[config.mk]
export PLATFORM = sky130hd
export DESIGN_NAME = cmd_fifo_flat
export DESIGN_NICKNAME = d
export VERILOG_FILES = /design/src/rtl/gpu_pkg.sv /design/src/rtl/cmd_fifo_if.sv /design/src/rtl/cmd_assembler.sv /design/src/rtl/cmd_fifo.sv /design/src/flat_wrapper.sv
export SDC_FILE = /design/constraint.sdc
export NUM_CORES = 1
export LEC_CHECK = 0
export ABC_AREA = 0
export CAP_MARGIN = 20
export CORE_MARGIN = 3
export CORE_UTILIZATION = 61
export DETAILED_ROUTE_END_ITERATION = 10
export HOLD_SLACK_MARGIN = 0.12
export PLACE_DENSITY = 0.91
export SLEW_MARGIN = 15
export SYNTH_ARGS = -nofsm -noshare
export SYNTH_HDL_FRONTEND = slang
export SYNTH_SLANG_ARGS = --single-unit
[constraint.sdc]
create_clock -name clk -period 31 [get_ports clk]
set_clock_uncertainty 0.05 [all_clocks]
set_input_delay 4.65 -clock clk [delete_from_list [all_inputs] [get_ports clk]]
set_output_delay 4.65 -clock clk [all_outputs]
set_load 0.02 [all_outputs]
[src/rtl/gpu_pkg.sv]
// gpu_pkg: shared widths, instruction layout and assembler states for the GPU front end
package gpu_pkg;
  localparam int INST_W = 82;
  localparam int HOST_W = 32;
  typedef struct packed {
    logic [3:0]  alpha_val;
    logic [1:0]  texture_code;
    logic [23:0] color_code;
    logic        fill_type;
    logic        layer_num;
    logic [7:0]  y2;
    logic [7:0]  x2;
    logic [7:0]  y1;
    logic [7:0]  x1;
    logic [7:0]  y0;
    logic [7:0]  x0;
    logic        vertice_num;
    logic        inst_type;
  } inst_t;
  typedef enum logic [1:0] {W0, W1, W2} asm_state_t;
endpackage

[src/rtl/cmd_fifo_if.sv]
// cmd_fifo_if: host write port and overall-side read port of cmd_fifo (almost_full under CMD_FIFO_ALMOST_FULL_EN)
interface cmd_fifo_if #(parameter int DEPTH = 8);
  import gpu_pkg::*;
  logic [HOST_W-1:0]        host_wdata;
  logic                     host_wvalid;
  logic                     host_wready;
  logic                     host_flush;
  logic                     fifo_read;
  logic [INST_W-1:0]        fifo_data;
  logic                     fifo_empty;
  logic [$clog2(DEPTH):0]   fifo_count;
  logic                     underflow_err;
`ifdef CMD_FIFO_ALMOST_FULL_EN
  logic                     almost_full;
`endif
  modport slave (
    input  host_wdata, host_wvalid, host_flush, fifo_read,
    output host_wready, fifo_data, fifo_empty, fifo_count, underflow_err
`ifdef CMD_FIFO_ALMOST_FULL_EN
    , output almost_full
`endif
  );
  modport master (
    output host_wdata, host_wvalid, host_flush, fifo_read,
    input  host_wready, fifo_data, fifo_empty, fifo_count, underflow_err
`ifdef CMD_FIFO_ALMOST_FULL_EN
    , input almost_full
`endif
  );
endinterface

[src/rtl/cmd_assembler.sv]
// cmd_assembler: gathers three host words into one instruction and strobes a push on the third
module cmd_assembler
  import gpu_pkg::*;
(
  input  logic              clk,
  input  logic              rst,
  input  logic              i_flush,
  input  logic [HOST_W-1:0] i_wdata,
  input  logic              i_wvalid,
  input  logic              i_full,
  output logic              o_wready,
  output logic              o_push,
  output logic [INST_W-1:0] o_inst
);
  asm_state_t  r_state;
  logic [63:0] r_shadow;
  logic        w_acc;
  // only the pushing word can be stalled by a full FIFO
  always_comb begin
    o_wready = (r_state != W2) || !i_full;
    w_acc    = i_wvalid && o_wready;
    o_push   = w_acc && (r_state == W2) && !i_flush;
    o_inst   = {i_wdata[17:0], r_shadow};
  end
  // state advances per accepted word; flush drops any partial instruction
  always_ff @(posedge clk or posedge rst) begin
    if (rst) begin
      r_state  <= W0;
      r_shadow <= '0;
    end else if (i_flush) begin
      r_state  <= W0;
      r_shadow <= '0;
    end else if (w_acc) begin
      case (r_state)
        W0:      begin r_shadow[31:0]  <= i_wdata; r_state <= W1; end
        W1:      begin r_shadow[63:32] <= i_wdata; r_state <= W2; end
        default: r_state <= W0;
      endcase
    end
  end
endmodule

[src/rtl/cmd_fifo.sv]
// cmd_fifo: host word assembler feeding a show-ahead instruction FIFO; CMD_FIFO_ALMOST_FULL_EN adds almost_full
module cmd_fifo
  import gpu_pkg::*;
#(
  parameter int DEPTH     = 8,
  parameter int AF_THRESH = 6
) (
  input logic        clk,
  input logic        rst,
  cmd_fifo_if.slave  bus
);
  localparam int AW = $clog2(DEPTH);
  logic [INST_W-1:0] r_mem [DEPTH];
  logic [AW-1:0]     r_rd, r_wr;
  logic [AW:0]       r_cnt, w_cnt_nxt;
  logic              r_uerr, w_full, w_empty, w_push, w_pop;
  logic [INST_W-1:0] w_inst;
  if ((DEPTH & (DEPTH - 1)) != 0 || DEPTH < 2 || AF_THRESH > DEPTH) begin : g_bad_cfg
    $error("cmd_fifo: DEPTH must be a power of two >= 2 and AF_THRESH <= DEPTH");
  end
  cmd_assembler u_asm (
    .clk      (clk),
    .rst      (rst),
    .i_flush  (bus.host_flush),
    .i_wdata  (bus.host_wdata),
    .i_wvalid (bus.host_wvalid),
    .i_full   (w_full),
    .o_wready (bus.host_wready),
    .o_push   (w_push),
    .o_inst   (w_inst)
  );
  // flags, pop qualification and next count
  always_comb begin
    w_full    = r_cnt == (AW+1)'(DEPTH);
    w_empty   = r_cnt == '0;
    w_pop     = bus.fifo_read && !w_empty;
    w_cnt_nxt = r_cnt + (AW+1)'(w_push) - (AW+1)'(w_pop);
    bus.fifo_data     = r_mem[r_rd];
    bus.fifo_empty    = w_empty;
    bus.fifo_count    = r_cnt;
    bus.underflow_err = r_uerr;
  end
  // circular buffer; flush clears pointers and flags but leaves memory contents
  always_ff @(posedge clk or posedge rst) begin
    if (rst) begin
      for (int i = 0; i < DEPTH; i++) r_mem[i] <= '0;
      r_rd   <= '0;
      r_wr   <= '0;
      r_cnt  <= '0;
      r_uerr <= 1'b0;
    end else if (bus.host_flush) begin
      r_rd   <= '0;
      r_wr   <= '0;
      r_cnt  <= '0;
      r_uerr <= 1'b0;
    end else begin
      if (w_push) begin
        r_mem[r_wr] <= w_inst;
        r_wr        <= r_wr + 1'b1;
      end
      if (w_pop) r_rd <= r_rd + 1'b1;
      if (bus.fifo_read && w_empty) r_uerr <= 1'b1;
      r_cnt <= w_cnt_nxt;
    end
  end
`ifdef CMD_FIFO_ALMOST_FULL_EN
  logic r_af;
  // registered from next count so it moves on the same edge as fifo_count
  always_ff @(posedge clk or posedge rst) begin
    if (rst) r_af <= 1'b0;
    else if (bus.host_flush) r_af <= 1'b0;
    else r_af <= w_cnt_nxt >= (AW+1)'(AF_THRESH);
  end
  assign bus.almost_full = r_af;
`endif
endmodule

[src/flat_wrapper.sv]
// flat-port wrapper written by rule: the top's interface ports become plain ports
module cmd_fifo_flat import gpu_pkg::*;
#(
  parameter int DEPTH     = 8,
  parameter int AF_THRESH = 6
)
  (clk, rst, bus_host_wdata, bus_host_wvalid, bus_host_flush, bus_fifo_read, bus_host_wready, bus_fifo_data, bus_fifo_empty, bus_fifo_count, bus_underflow_err);
  cmd_fifo_if #(.DEPTH(DEPTH)) bus_i ();
  input logic clk;
  input logic rst;
  input wire logic [$bits(bus_i.host_wdata)-1:0] bus_host_wdata;
  input wire logic [$bits(bus_i.host_wvalid)-1:0] bus_host_wvalid;
  input wire logic [$bits(bus_i.host_flush)-1:0] bus_host_flush;
  input wire logic [$bits(bus_i.fifo_read)-1:0] bus_fifo_read;
  output wire logic [$bits(bus_i.host_wready)-1:0] bus_host_wready;
  output wire logic [$bits(bus_i.fifo_data)-1:0] bus_fifo_data;
  output wire logic [$bits(bus_i.fifo_empty)-1:0] bus_fifo_empty;
  output wire logic [$bits(bus_i.fifo_count)-1:0] bus_fifo_count;
  output wire logic [$bits(bus_i.underflow_err)-1:0] bus_underflow_err;
  assign bus_i.host_wdata = bus_host_wdata;
  assign bus_i.host_wvalid = bus_host_wvalid;
  assign bus_i.host_flush = bus_host_flush;
  assign bus_i.fifo_read = bus_fifo_read;
  assign bus_host_wready = bus_i.host_wready;
  assign bus_fifo_data = bus_i.fifo_data;
  assign bus_fifo_empty = bus_i.fifo_empty;
  assign bus_fifo_count = bus_i.fifo_count;
  assign bus_underflow_err = bus_i.underflow_err;
  cmd_fifo #(.DEPTH(DEPTH), .AF_THRESH(AF_THRESH)) u_core (.clk(clk), .rst(rst), .bus(bus_i));
endmodule
==> impl_metrics.json <==
{
  "run_status": "completed",
  "pre_cts_worst_setup_slack_ns": 22.03,
  "crit_fanout": 49,
  "estimated_wirelength_of_the_detail_placed_design_um": 45800,
  "synth-warning-count": 0,
  "clock_insertion_delay_worst_skew_ns": 0.61,
  "setup_viol_count_final": 0,
  "overflow": 0,
  "synthCells": 2065,
  "clkSlewWorstSetupHoldPaths_ns": 0.06,
  "cp.arrival_ns": 4.77,
  "syn-num-nets": 2111,
  "crit-reg2reg-capture": "u_core.r_mem[163]",
  "final-max-slew-violation-count": 0,
  "timing_worst_slew_pin_value_ns": 1.12,
  "routed-via-count": 18800,
  "worstSetupStartpoint": "u_core.r_rd[0]",
  "criticalPathCategory": "reg -> out",
  "max_cap_viol_count": 0,
  "worst_ir_drop_vdd_mv": 0.0558,
  "cts.repair_timing.setup_buffer_count": 0,
  "final_layout_size_suffix_gt1_frac": 0.367,
  "final_layout_setup_total_negative_slack_ns": 0,
  "p_int_w": 0.00166,
  "final_min_period_over_clock_period": 0.305,
  "synth_seq_area_share": 0.560,
  "min-delay-start": "u_core.r_mem[377]",
  "synth_largest_type_area_fraction": 0.560,
  "pwr-share-clk": 0.401,
  "number_of_gates_resized_after_cts": 0,
  "worst-r2r-cell-count": 7,
  "cts_tree": "yes",
  "routed_wirelength_um": 79200,
  "final_hold_viol_count": 0,
  "port_buffers": 125,
  "rrSetupSlack_ns": 27.02,
  "worst-endpoint-required_ns": 26.30,
  "power.static_leakage_nw": 17.7,
  "drt.antenna.violating_nets": 0,
  "initial_core_util": 0.619,
  "postCtsHoldBufs": 0,
  "total_power_w": 0.00224,
  "cts_made_buffers": 73,
  "final_nets": 2185,
  "power_density_nw_per_um2": 61.0,
  "fillCellCount": 3262,
  "placedInstanceArea_um2": 34200,
  "ys_ff_latch": 733,
  "timing.rr.start": "u_core.bus.fifo_count[2]",
  "cts.sinks": 733,
  "synth_top_cells_by_area": "sky130_fd_sc_hd__dfrtp_1 56%, sky130_fd_sc_hd__mux2_2 16%, sky130_fd_sc_hd__mux4_2 11%",
  "startpoint_type": "register",
  "crit_path_end_kind": "primary output",
  "first_global_vias": 20700,
  "synth.cell_area_um2": 32700,
  "max_slew_margin": 0.247,
  "final.setup.worst_slack_ns": 21.53,
  "ctsRootBufferMaster": "sky130_fd_sc_hd__clkbuf_16",
  "syn-mean-instance-area_um2": 15.9,
  "ctsLongestPathBuffers": 3,
  "max_freq_mhz": 106,
  "power.combinational.fraction": 0.142,
  "drt_pre_antenna_iters": 5,
  "netlist-cell-type-count": 37,
  "remaining_drc_errors": 0,
  "drt_first_iter_violations": 1440,
  "design_area_um2": 36700,
  "min-delay-path-class": "reg -> reg",
  "hold_ws_ns": 0.432,
  "die_y_extent_um": 238,
  "hold_path_sink": "u_core.r_mem[377]",
  "switching_share": 0.258,
  "die_area_um2": 56500,
  "grt_pass1_wl_um": 123000,
  "min_delay_path_depth": 1,
  "core-area_um2": 52900,
  "areaGrowthSynthToFinish_pct": 12.0,
  "total_switching_power_w": 0.000576,
  "floorplan.die.width_um": 238,
  "synth_largest_area_cell": "sky130_fd_sc_hd__dfrtp_1",
  "avgRoutedWirePerCell_um": 27.4,
  "top_level_ports": 126,
  "final_period_minus_worst_setup_slack_ns": 9.47,
  "post_drt_via_cell_ratio": 6.52,
  "std_cell_rows": 84,
  "grt_use_total": 0.286,
  "initial_antenna_violation_count": 8,
  "power.share.sequential": 0.458,
  "cts.htree.levels": 3,
  "grt_setup_unrepaired": "no",
  "gp_routability_congestion": 0.787,
  "grt_start_max_net_pins": 123
}
placed cells by master (no fill, tap or decap), types with 2 or more instances in the layout:
cell                              synthesis  final
sky130_fd_sc_hd__a21oi_1                 72     72
sky130_fd_sc_hd__nand3b_1                 4      4
sky130_fd_sc_hd__nor2b_1                  4      4
sky130_fd_sc_hd__clkbuf_8                 0     20
sky130_fd_sc_hd__nand2_1                128    128
sky130_fd_sc_hd__nand2b_1                 2      2
sky130_fd_sc_hd__nor3b_2                  3      9
sky130_fd_sc_hd__inv_6                    0      2
sky130_fd_sc_hd__o21ai_0                  4      4
sky130_fd_sc_hd__clkinv_2                 0     11
sky130_fd_sc_hd__inv_1                    9      8
sky130_fd_sc_hd__and3b_1                  3      3
sky130_fd_sc_hd__diode_2                  0      3
sky130_fd_sc_hd__ha_1                     8      8
sky130_fd_sc_hd__clkdlybuf4s50_1          0    124
sky130_fd_sc_hd__bufinv_16                0      3
sky130_fd_sc_hd__nand3_4                  4      4
sky130_fd_sc_hd__nor2_1                   5      5
sky130_fd_sc_hd__dfrtp_1                733    730
sky130_fd_sc_hd__or3_1                    2      2
sky130_fd_sc_hd__nand3_1                  2      2
sky130_fd_sc_hd__clkbuf_16                0     77
sky130_fd_sc_hd__dfrtp_4                  0      3
sky130_fd_sc_hd__buf_4                   55     32
sky130_fd_sc_hd__mux2_2                 475    475
sky130_fd_sc_hd__mux2_1                 265    265
sky130_fd_sc_hd__clkbuf_1                42     21
sky130_fd_sc_hd__mux4_2                 164    164
per-stage QoR:
| step | utilization | instances |
|---|---|---|
| 2_1_floorplan | - | 2065 |
| 3_3_place_gp | 0.646 | 2750 |
| 3_5_place_dp | 0.646 | 2750 |
| 4_1_cts | 0.692 | 2884 |
| 5_1_grt | 0.693 | 2887 |
| 6_report | 0.694 | 2889 |
synth_stat cells, drive strengths merged:
cell type / n
ha: 8
and3b: 3
a21oi: 72
a21o: 1
and4bb: 1
buf: 117
mux4: 164
nand3b: 4
clkbuf: 43
nor3: 2
nand3: 6
nand4b: 1
o21ai: 4
o31ai: 1
nand2b: 2
nand2: 128
or3b: 2
dfrtp: 733
mux2: 740
or3: 2
a31oi: 1
fa: 1
nor2b: 4
xnor2: 1
inv: 9
or4: 1
nor2: 5
nor3b: 9
power groups by stage:
stage	clock network (W)	registers (W)	logic [W]
finish	0.000896	0.00102	0.000317
global route	0.000945	0.00103	0.000340
CTS	0.000906	0.00102	0.000320
detailed placement	0	0.00104	0.000318
global placement	0	0.00104	0.000312
floorplan	0	0.00102	0.000228
metal layers:
metal	wire length (um)	global-route usage	share of wire	vias up
li1	-	-	-	7729
met1	32100	0.379	0.41	10300
met2	39800	0.476	0.50	607
met3	4690	0.0633	0.059	164
met4	2540	0.0983	0.032	4
met5	27	0	0.00034	-
flip-flops by register name, indices dropped and copies added, names as in the netlist:
| signal | count |
|---|---|
| u_core.r_wr | 3 |
| u_core.r_rd | 3 |
| u_core.u_asm.r_state | 2 |
| u_core.u_asm.r_shadow | 64 |
| u_core.bus.underflow_err | 1 |
| u_core.r_mem | 656 |
| u_core.bus.fifo_count | 4 |
how the worst max path moves through the flow:
| stage | endpoint |
|---|---|
| after floorplan | u_core.bus.fifo_count[0] |
| after global placement | bus_fifo_data[21] |
| after detailed placement | u_core.r_rd[0] |
| after CTS | bus_fifo_data[21] |
| after global routing | bus_fifo_data[32] |
| final | bus_fifo_data[77] |
logic make-up (layout without fill, tap and decap cells):
logic type	Yosys count	count (layout)	share of synthesized area
muxes	904	904	0.367
and+or+nand+nor	170	170	0.0253
AOI/OAI and AO/OA	79	79	0.0123
xor gates and xnor gates	1	1	0.000268
adders and majority gates	9	9	0.00367
DFF	733	733	0.560
other	0	3	0
buffers and inverters	169	302	0.0309
final cells by class:
cell class	count	area [um2]	share of cell area
antenna	3	7.51	0.000205
clock buffer	118	2280	0.0622
clock inverter	16	163	0.00444
inverter	9	41.3	0.00113
multi-input combinational	1163	13400	0.366
sequential	733	18400	0.501
tap	688	861	0.0235
timing repair buffer	159	1540	0.0420
worst max-delay path, stage by stage (launching register included):
cell and delay (ns):
sky130_fd_sc_hd__dfrtp_4 0.84, sky130_fd_sc_hd__buf_4 0.86, sky130_fd_sc_hd__buf_4 0.85, sky130_fd_sc_hd__mux4_2 0.62, sky130_fd_sc_hd__mux2_2 0.32, sky130_fd_sc_hd__clkdlybuf4s50_1 0.55
(Power assumes the default switching activity.)
